File: src/rtl/bagua_pkg.sv
// rtl/bagua_pkg.sv - shared types and trigram tables for the yin-yang receiver
// Purpose: FSM state enum, lock-count default and the fixed trigram<->index
// mapping (decode and its encoder inverse) used by the receiver slice.
// Ports: none (package).
package bagua_pkg;

  localparam int LOCK_CNT_DEF = 4;

  typedef enum logic [1:0] {
    ST_HUNT    = 2'd0,
    ST_TRACK   = 2'd1,
    ST_LOCKED  = 2'd2,
    ST_SUSPECT = 2'd3
  } state_t;

  // bit0 = bottom line, 1 = yang
  function automatic logic [2:0] trigram_decode(input logic [2:0] p);
    logic [2:0] idx;
    case (p)
      3'b111:  idx = 3'd0;
      3'b011:  idx = 3'd1;
      3'b101:  idx = 3'd2;
      3'b001:  idx = 3'd3;
      3'b110:  idx = 3'd4;
      3'b010:  idx = 3'd5;
      3'b100:  idx = 3'd6;
      default: idx = 3'd7;
    endcase
    return idx;
  endfunction

  function automatic logic [2:0] trigram_encode(input logic [2:0] idx);
    logic [2:0] p;
    case (idx)
      3'd0:    p = 3'b111;
      3'd1:    p = 3'b011;
      3'd2:    p = 3'b101;
      3'd3:    p = 3'b001;
      3'd4:    p = 3'b110;
      3'd5:    p = 3'b010;
      3'd6:    p = 3'b100;
      default: p = 3'b000;
    endcase
    return p;
  endfunction

endpackage

File: src/rtl/bagua_trigram_dec.sv
// rtl/bagua_trigram_dec.sv - combinational trigram to octal index decoder
// Purpose: maps a 3-line yin-yang trigram to its octal index.
// Ports: trigram [2:0] in (bit0 = bottom line), idx [2:0] out.
module bagua_trigram_dec
  import bagua_pkg::*;
(
  input  logic [2:0] trigram,
  output logic [2:0] idx
);

  assign idx = trigram_decode(trigram);

endmodule

File: src/rtl/bagua_yinyang_rx.sv
// rtl/bagua_yinyang_rx.sv - trigram stream receiver with sequence lock tracking
// Purpose: decodes strobed trigrams, tracks the expected +1 mod 8 sequence,
// declares lock after LOCK_CNT consecutive steps and flywheels over one miss.
// Ports: clk, rst_n (sync active-low), en (sample strobe), P_in [2:0] trigram;
//        Q_out [2:0] decoded index, q_valid / err / wrap one-cycle pulses,
//        lock (LOCKED or SUSPECT), err_cnt [ERR_W-1:0] saturating error count.
module bagua_yinyang_rx
  import bagua_pkg::*;
#(
  parameter int LOCK_CNT = LOCK_CNT_DEF,
  parameter int ERR_W    = 8
) (
  input  logic             clk,
  input  logic             rst_n,
  input  logic             en,
  input  logic [2:0]       P_in,
  output logic [2:0]       Q_out,
  output logic             q_valid,
  output logic             lock,
  output logic             err,
  output logic             wrap,
  output logic [ERR_W-1:0] err_cnt
);

  localparam int RUN_W = $clog2(LOCK_CNT + 1);
  localparam logic [RUN_W-1:0] LOCK_RUN = RUN_W'(LOCK_CNT);
  localparam logic [RUN_W-1:0] RUN_ONE  = RUN_W'(1);

  state_t           state, state_nxt;
  logic [RUN_W-1:0] run, run_nxt, run_inc;
  logic [2:0]       ref_idx, ref_nxt, exp_idx, dec_idx;
  logic             match, err_hit, wrap_hit;

  bagua_trigram_dec u_dec (
    .trigram (P_in),
    .idx     (dec_idx)
  );

  // 3-bit addition wraps 7 -> 0 on its own
  assign exp_idx = ref_idx + 3'd1;
  assign match   = (dec_idx == exp_idx);
  assign run_inc = run + RUN_ONE;
  assign lock    = (state == ST_LOCKED) || (state == ST_SUSPECT);

  always_comb begin
    state_nxt = state;
    run_nxt   = run;
    ref_nxt   = ref_idx;
    err_hit   = 1'b0;
    wrap_hit  = 1'b0;
    if (en) begin
      case (state)
        ST_HUNT: begin
          ref_nxt   = dec_idx;
          run_nxt   = RUN_ONE;
          state_nxt = ST_TRACK;
        end
        ST_TRACK: begin
          ref_nxt = dec_idx;
          if (match) begin
            run_nxt = run_inc;
            if (run_inc >= LOCK_RUN) state_nxt = ST_LOCKED;
          end else begin
            run_nxt = RUN_ONE;
          end
        end
        ST_LOCKED: begin
          if (match) begin
            ref_nxt  = dec_idx;
            wrap_hit = (exp_idx == 3'd0);
          end else begin
            // flywheel: assume the sample was corrupted and step anyway
            err_hit   = 1'b1;
            ref_nxt   = exp_idx;
            state_nxt = ST_SUSPECT;
          end
        end
        default: begin
          if (match) begin
            ref_nxt   = dec_idx;
            wrap_hit  = (exp_idx == 3'd0);
            state_nxt = ST_LOCKED;
          end else begin
            // two misses in a row: trust the line again and re-acquire
            err_hit   = 1'b1;
            ref_nxt   = dec_idx;
            run_nxt   = RUN_ONE;
            state_nxt = ST_TRACK;
          end
        end
      endcase
    end
  end

  always_ff @(posedge clk) begin
    if (!rst_n) begin
      state   <= ST_HUNT;
      run     <= '0;
      ref_idx <= '0;
      Q_out   <= '0;
      q_valid <= 1'b0;
      err     <= 1'b0;
      wrap    <= 1'b0;
      err_cnt <= '0;
    end else begin
      q_valid <= en;
      err     <= err_hit;
      wrap    <= wrap_hit;
      state   <= state_nxt;
      run     <= run_nxt;
      ref_idx <= ref_nxt;
      if (en) Q_out <= dec_idx;
      if (err_hit && (err_cnt != '1)) err_cnt <= err_cnt + 1'b1;
    end
  end

endmodule

File: config.mk
export PLATFORM = sky130hd
export DESIGN_NAME = bagua_yinyang_rx
export DESIGN_NICKNAME = d
export VERILOG_FILES = /design/src/rtl/bagua_pkg.sv /design/src/rtl/bagua_trigram_dec.sv /design/src/rtl/bagua_yinyang_rx.sv
export SDC_FILE = /design/constraint.sdc
export NUM_CORES = 1
export LEC_CHECK = 0
export CORE_ASPECT_RATIO = 0.6
export CORE_MARGIN = 2
export CORE_UTILIZATION = 35
export CTS_BUF_LIST = sky130_fd_sc_hd__clkbuf_4
export CTS_CLUSTER_DIAMETER = 100
export CTS_CLUSTER_SIZE = 16
export DETAILED_ROUTE_END_ITERATION = 7
export GPL_TIMING_DRIVEN = 0
export PLACE_DENSITY = 0.56
export SYNTH_ARGS = -nofsm -noshare
export SYNTH_HDL_FRONTEND = slang
export SYNTH_HIERARCHICAL = 1
export SYNTH_SLANG_ARGS = --single-unit
File: constraint.sdc
create_clock -name clk -period 2.1 [get_ports clk]
set_clock_uncertainty 0.1 [all_clocks]
set_input_delay 0.525 -clock clk [delete_from_list [all_inputs] [get_ports clk]]
set_output_delay 0.525 -clock clk [all_outputs]
set_load 0.05 [all_outputs]
# Word-level counts from Yosys, hierarchy flattened
# Cells that the tools add are included.
# totals
output_inout_bits,15
wordCells,54
input_bits,6
ff_bits,22
# op_classes
n_eq_ne,16
bitwise_logic,4
n_mux,14
n_lt_le_gt_ge,1
addsub,3
reduce_logical,8
# op_table
op,count
3-bit one-hot mux with 7 select lines,1
"3-bit == test, second input constant",4
3-bit 2-to-1 mux,4
3-bit one-hot mux with 3 select lines,1
"8-bit by 1-bit adder with 8-bit output, second input constant",1
2-bit 2-to-1 mux,4
"8-bit inequality test, second input constant",1
"3-bit by 1-bit adder with 3-bit output, second input constant",2
"3-bit by 2-bit == test with 1-bit output, second input constant",2
"2-bit inequality test, second input constant",3
2-bit one-hot mux with 3 select lines,1
5-bit OR reduction,1
"2-bit == test, second input constant",2
1-bit NOT,4
4-bit AND reduction,1
"3-bit by 1-bit == test with 1-bit output, second input constant",1
3-bit == test,1
"3-bit >= comparator, second input constant",1
3-bit logical NOT,1
1-bit 2-to-1 mux,3
"3-bit by 1-bit inequality test with 1-bit output, second input constant",1
3-bit AND reduction,1
"2-bit by 1-bit == test with 1-bit output, second input constant",1
2-bit logical NOT,1
3 further kinds,3

# Logic depth before layout (Yosys ltp)
# logic_depth
depth_word,7
depth_mapped,7
depth_no_buf,6

# Cells and area by module
# The synthesis kept the hierarchy.
# by_module_without_submodules
module,cells_each,area_per_inst_um2,n_inst
bagua_yinyang_rx,129,1167.4,1
bagua_trigram_dec,3,11.3,1

# Worst setup path before layout
# No wires, ideal clock.
# synth_timing
path_kind,register to register
start,reg ref_idx[0]
end,reg err_cnt[4]
setup_time_ns,0.070
synth_period_minus_slack_ns,2.184
path_slack_ns,-0.084
path_stages_with_launch,8
arrival_time_ns,2.014
required_ns,1.930
cell_sequence,dfxtp_1 > ha_1 > ha_1 > xnor2_1 > a311o_1 > buf_6 > or4_1 > a21oi_1
# synth_between
elab_chain_len,6
# synth_rtl
item,line_no,source
"start, declared",bagua_yinyang_rx.sv:31,"logic [2:0] ref_idx, ref_nxt, exp_idx, dec_idx;"
"start signal, assigned",bagua_yinyang_rx.sv:111,ref_idx <= ref_nxt;
3-bit by 1-bit adder with 3-bit output,bagua_yinyang_rx.sv:40,assign exp_idx = ref_idx + 3'd1;
3-bit == test,bagua_yinyang_rx.sv:41,assign match = (dec_idx == exp_idx);
1-bit 2-to-1 mux,"bagua_yinyang_rx.sv:68, bagua_yinyang_rx.sv:79",
1-bit 2-to-1 mux,-,
1-bit 2-to-1 mux,bagua_yinyang_rx.sv:51,if (en) begin
1-bit logical AND,bagua_yinyang_rx.sv:113,if (err_hit && (err_cnt != '1)) err_cnt <= err_cnt + 1'b1;
"end signal, assigned",bagua_yinyang_rx.sv:113,
"end, declared",bagua_yinyang_rx.sv:22,output logic [ERR_W-1:0] err_cnt
# Every way passes these cells.
# A chain may end at the register's enable or synchronous reset.

# Worst setup path in the final report
# Same ends and word-level chain as after synthesis.

==> summary.txt <==
Detailed routing
  – DRC: 0
  – Vias per cell: 5.22
  – Drt wl/cell: 13.5 µm
  – DRT antenna net count: 0
  – Routed via count: approximately 1.1k
  – Drt first pass iters: 4
  – DRT Wirelength: approximately 2700 µm
  – Iter 0 DRT Violations: 42

Place
  – Placed Instance Area: 1460 µm²
  – RD Place Congestion: 0.741
  – DP HPWL: 1940 µm
  – Buffers on Ports: 20

STA
  – Final setup violation count: 1
  – Worst-Margin Slew: slightly above 500 ps
  – PnR worst setup slack: -18.0 ps
  – Period utilization: 101%
  – Slew Limit Fails: 0
  – Fmax: 472 MHz
  – Final Hold Fails: 0
  – Slew headroom: 66.2%
  – Fin crit period: 2120 ps
  – RSZ-0062 raised after global routing: true

Worst setup path
  – Critical Path RT: 2260 ps
  – R2R Path End: err_cnt[4]
  – Crit-path cells: ha_4 > ha_4 > xnor2_4 > a311o_1 > buf_6 > or4_4 > a21oi_2
  – Critical Path Max Stage Delay: 470 ps
  – Critical Path AT: between 2000 and 2500 ps
  – Crit path buf inv count: 1
  – Slowest CP cell: or4_4
  – Crit path max-delay family: simple AND/OR/NAND/NOR gates
  – R2R depth: 7
  – RR Startpoint: ref_idx[0]
  – Flop2flop setup slack: -20 ps
  – Worst-path maximum fanout: 8
  – Crit. End Element: register
  – Cell mode on critical path: ha_4
  – Worst setup SP type: register
  – Crit path kind: register to register

Yosys
  – Synth Cell Area: 1180 µm²
  – Area leader, netlist: dfxtp_1
  – Synth cell count leaders: 22 x dfxtp_1, 10 x nor2_1, 9 x mux2i_1, 9 x nand2_1
  – Post-synth net total: 146
  – YS warnings: 6
  – Yosys top cell area share: 37.4%
  – Seq/Total Area, Yosys: between 30% and 40%
  – Ys flop type: dfxtp_1
  – Seq cells post-synth: 22
  – Mean Syn Cell Area: around 9 µm²
  – Synth unique cells: 42
  – Post-synthesis async set-or-reset flop share: 0%
  – Post-Synthesis Cells: ~130
  – Number of enable flip-flop cells after synthesis: 0
  – Most frequent cell after synthesis: dfxtp_1
  – Ranking of synthesized cells by area: dfxtp_1 37%, ha_1 8.5%, mux2i_1 7.6%

Power and ir drop
  – Clock power share: 18.9%
  – Seq pwr share: roughly 46%
  – Combinational share of power: roughly a third
  – P_leak: 0.684 nW
  – Sw frac: between 30% and 40%
  – Power per Cell Area: approximately 640 nW/µm²
  – Psw: 354 µW
  – Worst vdd ir: 0.230 mV
  – Cell internal pwr: 679 µW

Die
  – Die area: 3860 µm²
  – I/O pins: 21
  – Die width: between 70 and 80 µm
  – Row cnt: 16
  – Starting Density: a little over a third
  – Core Area: approximately 3200 µm²
  – DIE HEIGHT: 49.0 µm

Final layout
  – Final Cell Area: 1620 µm²
  – NumNets Final: about 180
  – Layout cells sized above 1: about a quarter
  – # diodes: 0
  – Area Overhead vs Synth: 37.8%
  – Fin util: approximately half

Clock tree
  – Worst-path clk slew: 120 ps
  – Clock sink count: 22
  – CTS root buffer: clkbuf_4
  – CTS tree: done
  – Max clock buf depth: 2
  – H-tree depth: 1
  – CTS Hold Bufs: 0
  – Clock Latency Late Sink: 310 ps
  – Num CTS Buffers: 3

Global route
  – First-pass GRT wire length: 4530 µm
  – Largest net degree at the start of global routing: 12
  – Vias in the first global route: 970
  – Gr usage total: 15.0%
  – Grt total ovfl: 0
  – Antenna violations before repair: 0

Worst hold path
  – Worst-case hold path end point: run[1]
  – Hold crit path type: register to register
  – Hold path depth: 2
  – Min-Delay Startpoint: run[1]

Status
  – Status: complete, but fails checks
  – Failing checks: setup timing

Run
  – Max Cap Violations: 0
## per-layer routing
layer	GRT usage (%)	vias up	share of wire, %
met5	0	-	0
li1	-	533	-
met4	4.31	0	1.2
met3	4.63	5	4.0
met1	20.2	513	49
met2	23.4	14	45
## power groups by stage
stage / Combinational [mW] / Sequential, mW / Clock (mW)
finish: 0.364 / 0.474 / 0.195
global route: 0.396 / 0.479 / 0.229
floorplan: 0.181 / 0.507 / 0
global placement: 0.291 / 0.475 / 0
detailed placement: 0.299 / 0.476 / 0
CTS: 0.332 / 0.467 / 0.212
## through the flow
| stage | cells | TNS (ps) | hold WS [ps] | setup slack [ps] | total power, mW |
|---|---|---|---|---|---|
| floorplan | 132 | 0 | 338 | 29.1 | 0.688 |
| global placement | 197 | -5660 | 351 | -474 | 0.765 |
| detailed placement | 197 | -6390 | 378 | -534 | 0.775 |
| CTS | 202 | -148 | 395 | -104 | 1.01 |
| global route | 204 | -104 | 420 | -78.7 | 1.10 |
| finish | 204 | -18.0 | 393 | -18.0 | 1.03 |
## worst min-delay path, cell delays in order, from the launching register on
cell     delay (ps)
dfxtp_1         340
nand2_1          50
mux2i_1          60
## worst max-delay path by stage
stage | from | to | slack (ps) | depth (start not counted)
global placement | P_in[1] | run[0] | -470 | 7
detailed placement | P_in[1] | run[0] | -530 | 7
finish | ref_idx[0] | err_cnt[4] | -20 | 7
global route | state[1] | err_cnt[4] | -80 | 7
floorplan | ref_idx[0] | err_cnt[4] | 30 | 7
CTS | state[0] | lock | -100 | 4
## layout by cell type (no fill, tap or decap), types with 6 or more instances in the layout
master and instances:
nor2_1 10, dlygate4sd2_1 12, dfxtp_1 18, buf_4 6
nand2_1 9, o21ai_0 6, mux2i_1 9
## sequential cells by signal, indices dropped and copies added (netlist names)
signal and cells:
err 1, run 3, err_cnt 8, Q_out 3, wrap 1, state 2, ref_idx 3, q_valid 1
## cell families (layout without fill, tap and decap cells)
group / Yosys count / after routing / synth area share (%)
and+or+nand+nor: 47 / 47 / 22.2
AOI/OAI and AO/OA: 28 / 28 / 15.9
DFF: 22 / 22 / 37.4
buffers and inverters: 14 / 41 / 5.41
muxes: 9 / 9 / 7.64
adders and majority gates: 8 / 8 / 8.49
xor gates and xnor gates: 4 / 4 / 2.97
## repair_timing
action / 4_1_cts / 5_1_grt
endpoints found under the hold margin: 0 / 0
setup buffers: 3 / 2
setup endpoints to repair: 25 / 10
pin swaps: 4 / 0
gates resized for setup: 31 / 20
## final cells by class
class                           count  area, µm²
Buffer                              5       40.0
Clock buffer                        3       22.5
Fill cell                         329       1620
Inverter                            8       30.0
Multi-Input combinational cell     96        793
Sequential cell                    22        450
Tap cell                           45       56.3
Timing Repair Buffer               25        231
Power figures use the tool's default switching activity.
